File: config.mk
export PLATFORM = sky130hd
export DESIGN_NAME = fetch_unit
export DESIGN_NICKNAME = d
export VERILOG_FILES = /design/src/rtl/fetch_unit.sv
export SDC_FILE = /design/constraint.sdc
export NUM_CORES = 1
export LEC_CHECK = 0
export BUFFER_PORTS_ARGS = -buffer_cell sky130_fd_sc_hd__buf_4
export CAP_MARGIN = 20
export CORE_AREA = 2 2 79 43
export CTS_BUF_LIST = sky130_fd_sc_hd__clkbuf_8 sky130_fd_sc_hd__clkbuf_16
export DETAILED_ROUTE_END_ITERATION = 10
export DIE_AREA = 0 0 81 45
export PLACE_DENSITY = 0.78
export SYNTH_ARGS = -nofsm -noshare
export SYNTH_HDL_FRONTEND = slang
export SYNTH_SLANG_ARGS = --single-unit
File: constraint.sdc
create_clock -name Clk -period 2 [get_ports Clk]
set_clock_uncertainty 0.1 [all_clocks]
set_input_delay 0.2 -clock Clk [delete_from_list [all_inputs] [get_ports Clk]]
set_output_delay 0.2 -clock Clk [all_outputs]
set_load 0.005 [all_outputs]
File: src/rtl/fetch_unit.sv
// fetch_unit: instruction fetch stage with a four-state sequencer.
//
// Build option: define FETCH_CYCLE_CNT_EN to enable the saturating
// execution-cycle counter on CycleCnt. When it is undefined, CycleCnt is tied to 0.
//
// Ports:
//   Clk        in   rising-edge clock
//   Reset      in   synchronous, active-low reset
//   Start      in   launch/relaunch the program (accepted only in IDLE/HALT)
//   InstrIn    in   9-bit ROM word addressed by ProgCtr (combinational ROM)
//   Jen/Taken  in   jump request and branch condition from decode
//   Jptr       in   8-bit absolute jump target
//   stall      in   current instruction needs one extra cycle
//   Done       in   current instruction is the halt instruction
//   ProgCtr    out  ROM address
//   mach_code  out  registered instruction to decode
//   Valid      out  mach_code is live; qualifies all downstream writes
//   Halted     out  program finished
//   CycleCnt   out  execution cycle count
module fetch_unit #(
  parameter int              PC_W     = 10,
  parameter logic [PC_W-1:0] RESET_PC = '0
) (
  input  logic            Clk,
  input  logic            Reset,
  input  logic            Start,
  input  logic [8:0]      InstrIn,
  input  logic            Jen,
  input  logic [7:0]      Jptr,
  input  logic            Taken,
  input  logic            stall,
  input  logic            Done,
  output logic [PC_W-1:0] ProgCtr,
  output logic [8:0]      mach_code,
  output logic            Valid,
  output logic            Halted,
  output logic [15:0]     CycleCnt
);

  typedef enum logic [1:0] {
    S_IDLE  = 2'd0,
    S_RUN   = 2'd1,
    S_STALL = 2'd2,
    S_HALT  = 2'd3
  } state_t;

  state_t          state_q, state_d;
  logic [PC_W-1:0] pc_q, pc_d;
  logic [8:0]      mach_q, mach_d;
  logic            vld_q, vld_d;
  logic            halt_q, halt_d;

  logic [PC_W-1:0] jptr_ext;
  logic            start_ok;

  assign jptr_ext = PC_W'(Jptr);
  assign start_ok = Start && ((state_q == S_IDLE) || (state_q == S_HALT));

  // Next-state and registered-output logic. Decode inputs only matter in RUN
  // with a live instruction; the priority chain is Done > jump > stall.
  always_comb begin
    state_d = state_q;
    pc_d    = pc_q;
    mach_d  = mach_q;
    vld_d   = vld_q;
    halt_d  = halt_q;
    unique case (state_q)
      S_IDLE, S_HALT: begin
        if (Start) begin
          state_d = S_RUN;
          pc_d    = RESET_PC;
          mach_d  = '0;
          vld_d   = 1'b0;
          halt_d  = 1'b0;
        end
      end
      S_RUN: begin
        if (vld_q && Done) begin
          state_d = S_HALT;
          halt_d  = 1'b1;
          vld_d   = 1'b0;
        end else if (vld_q && Jen && Taken) begin
          // The word currently on InstrIn is the wrong path: flush it.
          pc_d   = jptr_ext;
          mach_d = '0;
          vld_d  = 1'b0;
        end else if (vld_q && stall) begin
          state_d = S_STALL;
          vld_d   = 1'b0;
        end else begin
          mach_d = InstrIn;
          vld_d  = 1'b1;
          pc_d   = pc_q + 1'b1;
        end
      end
      S_STALL: begin
        // The stall cycle itself fetches so only one bubble is produced.
        state_d = S_RUN;
        mach_d  = InstrIn;
        vld_d   = 1'b1;
        pc_d    = pc_q + 1'b1;
      end
      default: state_d = S_IDLE;
    endcase
  end

  always_ff @(posedge Clk) begin
    if (!Reset) begin
      state_q <= S_IDLE;
      pc_q    <= RESET_PC;
      mach_q  <= '0;
      vld_q   <= 1'b0;
      halt_q  <= 1'b0;
    end else begin
      state_q <= state_d;
      pc_q    <= pc_d;
      mach_q  <= mach_d;
      vld_q   <= vld_d;
      halt_q  <= halt_d;
    end
  end

  assign ProgCtr   = pc_q;
  assign mach_code = mach_q;
  assign Valid     = vld_q;
  assign Halted    = halt_q;

`ifdef FETCH_CYCLE_CNT_EN
  logic [15:0] cnt_q, cnt_d;

  // Counts every RUN/STALL cycle, saturates, freezes in IDLE/HALT.
  always_comb begin
    cnt_d = cnt_q;
    if (start_ok) begin
      cnt_d = '0;
    end else if (((state_q == S_RUN) || (state_q == S_STALL)) && (cnt_q != 16'hFFFF)) begin
      cnt_d = cnt_q + 16'd1;
    end
  end

  always_ff @(posedge Clk) begin
    if (!Reset) begin
      cnt_q <= '0;
    end else begin
      cnt_q <= cnt_d;
    end
  end

  assign CycleCnt = cnt_q;
`else
  logic unused_start_ok;
  assign unused_start_ok = start_ok;
  assign CycleCnt        = 16'd0;
`endif

endmodule

== Word-level counts from Yosys, hierarchy flattened ==
Index checks and enable logic that the tools add are counted.
Cells by class
  add/sub/neg operators: 1
  muxes and demuxes: 22
  reduce and logical (&&, ||, !) cells: 10
  eq/ne operators: 9
Operators by type and width (count)
  two-way mux 10 bit: 4
  two-way mux 9 bit: 4
  case mux 10 bit (3 select lines): 1
  case mux 9 bit (3 select lines): 1
  adder 10 x 1 -> 10 bit, second input constant: 1
  inequality test 3 bit, second input constant: 3
  AND reduction 3 bit: 3
  two-way mux 2 bit: 4
  inequality test 2 bit, second input constant: 3
  case mux 2 bit (3 select lines): 1
  two-way mux 1 bit: 5
  == test 2 bit, second input constant: 2
  logical AND 1 bit: 4
  case mux 1 bit (3 select lines): 1
  == test 2 x 1 -> 1 bit, second input constant: 1
  zero test 2 bit: 1
  case mux 1 bit (2 select lines): 1
  nonzero test 2 bit: 1
  OR reduction 2 bit: 1
Storage, ports and cells
  input bits: 24
  output and inout port bits: 37
  register bits after elaboration: 23
  logic and storage cells: 47

== Longest topological paths before layout ==
  word-level depth: 5
  gate-level depth with buffers: 8
  gate-level depth less buffers: 7

== Least setup slack after synthesis ==
No wires, ideal clock.
  path kind: reg2reg
  from: register state_q[0]
  to: register pc_q[7], in the netlist ProgCtr[7]
  path buffers: 1
  path slack: 327 ps
  period minus slack after synthesis: 1673 ps
  cell stages (with the launch flop): 9
  setup time: 121 ps
  required time: 1779 ps
  arrival: 1451 ps
  cells stage by stage: dfxtp_1 > inv_1 > ha_1 > nand2b_1 > o211ai_4 > buf_4 > nand2_1 > o21ai_0 > o2bb2ai_1
Between the ends
  cells in the longest elaborated chain, start to end: 4
  elaborated cells between the ends (all ways): 10
  those cells by class: eq/ne: 6; mux: 1; reduce/logical: 3
RTL lines
  start, declared: RTL line 47  | state_t state_q, state_d;
  start signal, assigned: RTL line 115  | state_q <= state_d;
  == test 2 bit or zero test 2 bit (tied branches): RTL line 67  | unique case (state_q)
  OR reduction 2 bit: RTL line 67
  inequality test 2 bit (no line)
  AND reduction 3 bit (no line)
  end signal, assigned: RTL line 116  | pc_q <= pc_d;
  end, declared: RTL line 48  | logic [PC_W-1:0] pc_q, pc_d;
Several ways; a longest one is shown, not always the timed one.
A chain may end at the register's enable or synchronous reset.

== Worst setup path after layout ==
  from: register state_q[0]
  to: register pc_q[5], in the netlist ProgCtr[5]
The elaborated chain is that of the path after synthesis.

==> reports/qor.yml <==
status: "finished clean"
place_ws_ps: 89.9
drt-initial-drc-count: 67
yosysSeqAreaShare_pct: 34.9
tns_ps: 0
maxCapViolCount: 0
fin_total_pwr_uw: 1010
antenna_found_initial: 0
ys_ff_latch: 23
grt_pass1_wl_microns: 4890
wire_per_inst_microns: 12.0
avgViaCountPerCell: 5.08
antenna_cells: 0
drt_pass1_iterations: 4
slowest_delay_ps: 410
critPathSlowestCell: "ha_1"
setup_violations: 0
critPathMaxFanout: 8
cts_root_buf: "clkbuf_8"
fin_ws_ps: 211
power.leakage_uw: 0.000745
htreeDepth: 1
syn_inst: 166
grt_pass1_vias: 1144
num-nets-final: 242
grtUsageTotal_pct: 17.8
critPathArrivalTime_ps: 1860
fp.dieH_microns: 45
clock_latency_ps: 270
critical_path_buf_inv_count: 1
ys_types: 37
grt_overflow: 0
hold_violations: 0
ys_warn_count: 0
rsz0062_at_grt: "false"
grt_max_degree: 16
cts_num_sinks: 23
remaining_drc_errors: 0
ios: 61
utilization_pct: 58.6
coreArea_sq_mm: 0.00291
fmax_ghz: 0.559
cts_tree: "done"
cp_cell_sequence: "inv_1 > ha_1 > nand2b_4 > o211ai_4 > a22oi_1 > o21ai_0 > and3_1"
crit_required_ps: 2070
hpwl_microns: 2320
max-vdd-ir-drop_v: 0.000331
rows: 14
clk_pin_slew_worst_paths_ps: 80
powerDensity_mw_per_mm2: 593
vias: 1290
place_congestion: 0.796
synth_area_sq_mm: 0.00132
cp-end-kind: "flop"
finalCriticalPeriod_ps: 1790
clockBufferDepth: 2
initial_core_util_pct: 45.4
min_path_type: "in2reg"
start_kind: "flop"
critPathKind: "reg2reg"
die-area_sq_mm: 0.00365
cp_top_family: "compound AO/OA/AOI/OAI gates"
synth.avg_cell_area_sq_um: 7.95
die_w_microns: 81
area_delta_synth_final_pct: 29.1
cts_buffers: 3
fin_crit_sh_pct: 89.5
drive_above_1_share_pct: 29.9
drv_slew: 0
port_buffers: 44
ant_nets: 0
routed_wirelength_microns: 3060
-- cell families (layout without fill, tap and decap cells) --
logic type,Yosys count,in the layout,synth area share [%]
AND/OR/NAND/NOR,67,67,24.2
AO/OA/AOI/OAI,43,43,22.3
buffers and inverters,24,57,12.2
flip-flops,23,23,34.9
XOR/XNOR,5,5,3.32
adder cells (fa/ha/maj),3,3,2.84
other,1,16,0.284
-- path summary, 6_finish.rpt --
path                                    from            to  slack [ps]  depth (start not counted)
worst min-delay path              InstrIn[8]  mach_code[8]          80                          3
worst max register to register    state_q[0]    ProgCtr[5]         210                          7
worst min register to register  mach_code[1]  mach_code[1]         360                          2
worst max-delay path              state_q[0]    ProgCtr[5]         210                          7
-- power breakdown --
group,switching [uW],internal (uW)
sequential,14.8,477
combinational,121,107
clock,152,139
-- metrics by stage --
stage               hold slack (ps)  cells  cell area (sq um)
finish                         78.5    254               1700
global route                   72.3    254               1700
CTS                            70.7    253               1690
detailed placement              355    249               1640
global placement                345    249               1640
floorplan                       236    181               1380
-- final cells by class --
class                   count  area [sq um]
inverters                   4          15.0
multi-input cells         134           764
well taps                  40          50.0
repair buffers             49           368
clock inverters             1          5.00
fillers                   269          1200
flip-flops and latches     23           460
clock buffers               3          41.3
-- state kept, by name, indices dropped and copies added, names as in the netlist --
name,flops
ProgCtr,10
mach_code,9
state_q,2
Halted,1
Valid,1
-- cell usage after synthesis (all sizes together) --
cell type,count,area share [%]
inv,4,1.1
or3,1,0.85
dfxtp,23,35
o21a,1,0.57
clkbuf,1,0.28
nor3,4,2.4
a32oi,1,0.66
o221a,2,1.7
ha,3,2.8
a21bo,1,0.76
a21oi,16,6.1
o31ai,1,0.57
nor2b,1,0.47
a31oi,1,0.47
and3,1,0.47
a22oi,5,2.8
nand3,6,2.7
nand2b,1,0.47
nor3b,2,1.1
o32ai,1,0.66
nand2,39,11
and2,2,0.95
conb,1,0.28
a21o,3,1.7
nor2,8,2.5
or2,1,0.47
o21ai,7,2.7
o211ai,1,1.6
nand3b,1,0.57
o2bb2ai,3,2.0
xnor2,5,3.3
buf,19,11
-- cells in the final DEF (no fill, tap or decap), types with 2 or more instances in the layout --
cell and count:
o2bb2ai_1 3, a21o_1 3, o221a_2 2, nand3_1 5, nand2_1 38, xnor2_1 5
and2_1 2, nor3b_1 2, o21ai_0 6, inv_1 4, nor2_1 6, a21oi_1 16
a22oi_1 5, dfxtp_1 23, ha_1 3, conb_1 16, nor2_2 2, buf_4 49
nor3_1 3, clkbuf_8 3
-- routing by layer --
metal / GRT usage [%] / vias up / part of all wire, %
met1: 21.6 / 585 / 43
met3: 5.00 / 4 / 8.8
li1: - / 639 / -
met5: 0 / - / 0
met2: 31.1 / 62 / 47
met4: 6.10 / 0 / 1.2
-- worst min-delay path: stages --
cell and delay (ps):
buf_4 110, nand2_1 40, a21oi_1 50
-- what timing repair did --
action,in CTS,in global routing
endpoints found under the setup margin,0,12
setup buffers,0,1
resized for setup,0,2
hold buffers,0,0
Power figures use the tool's default switching activity.
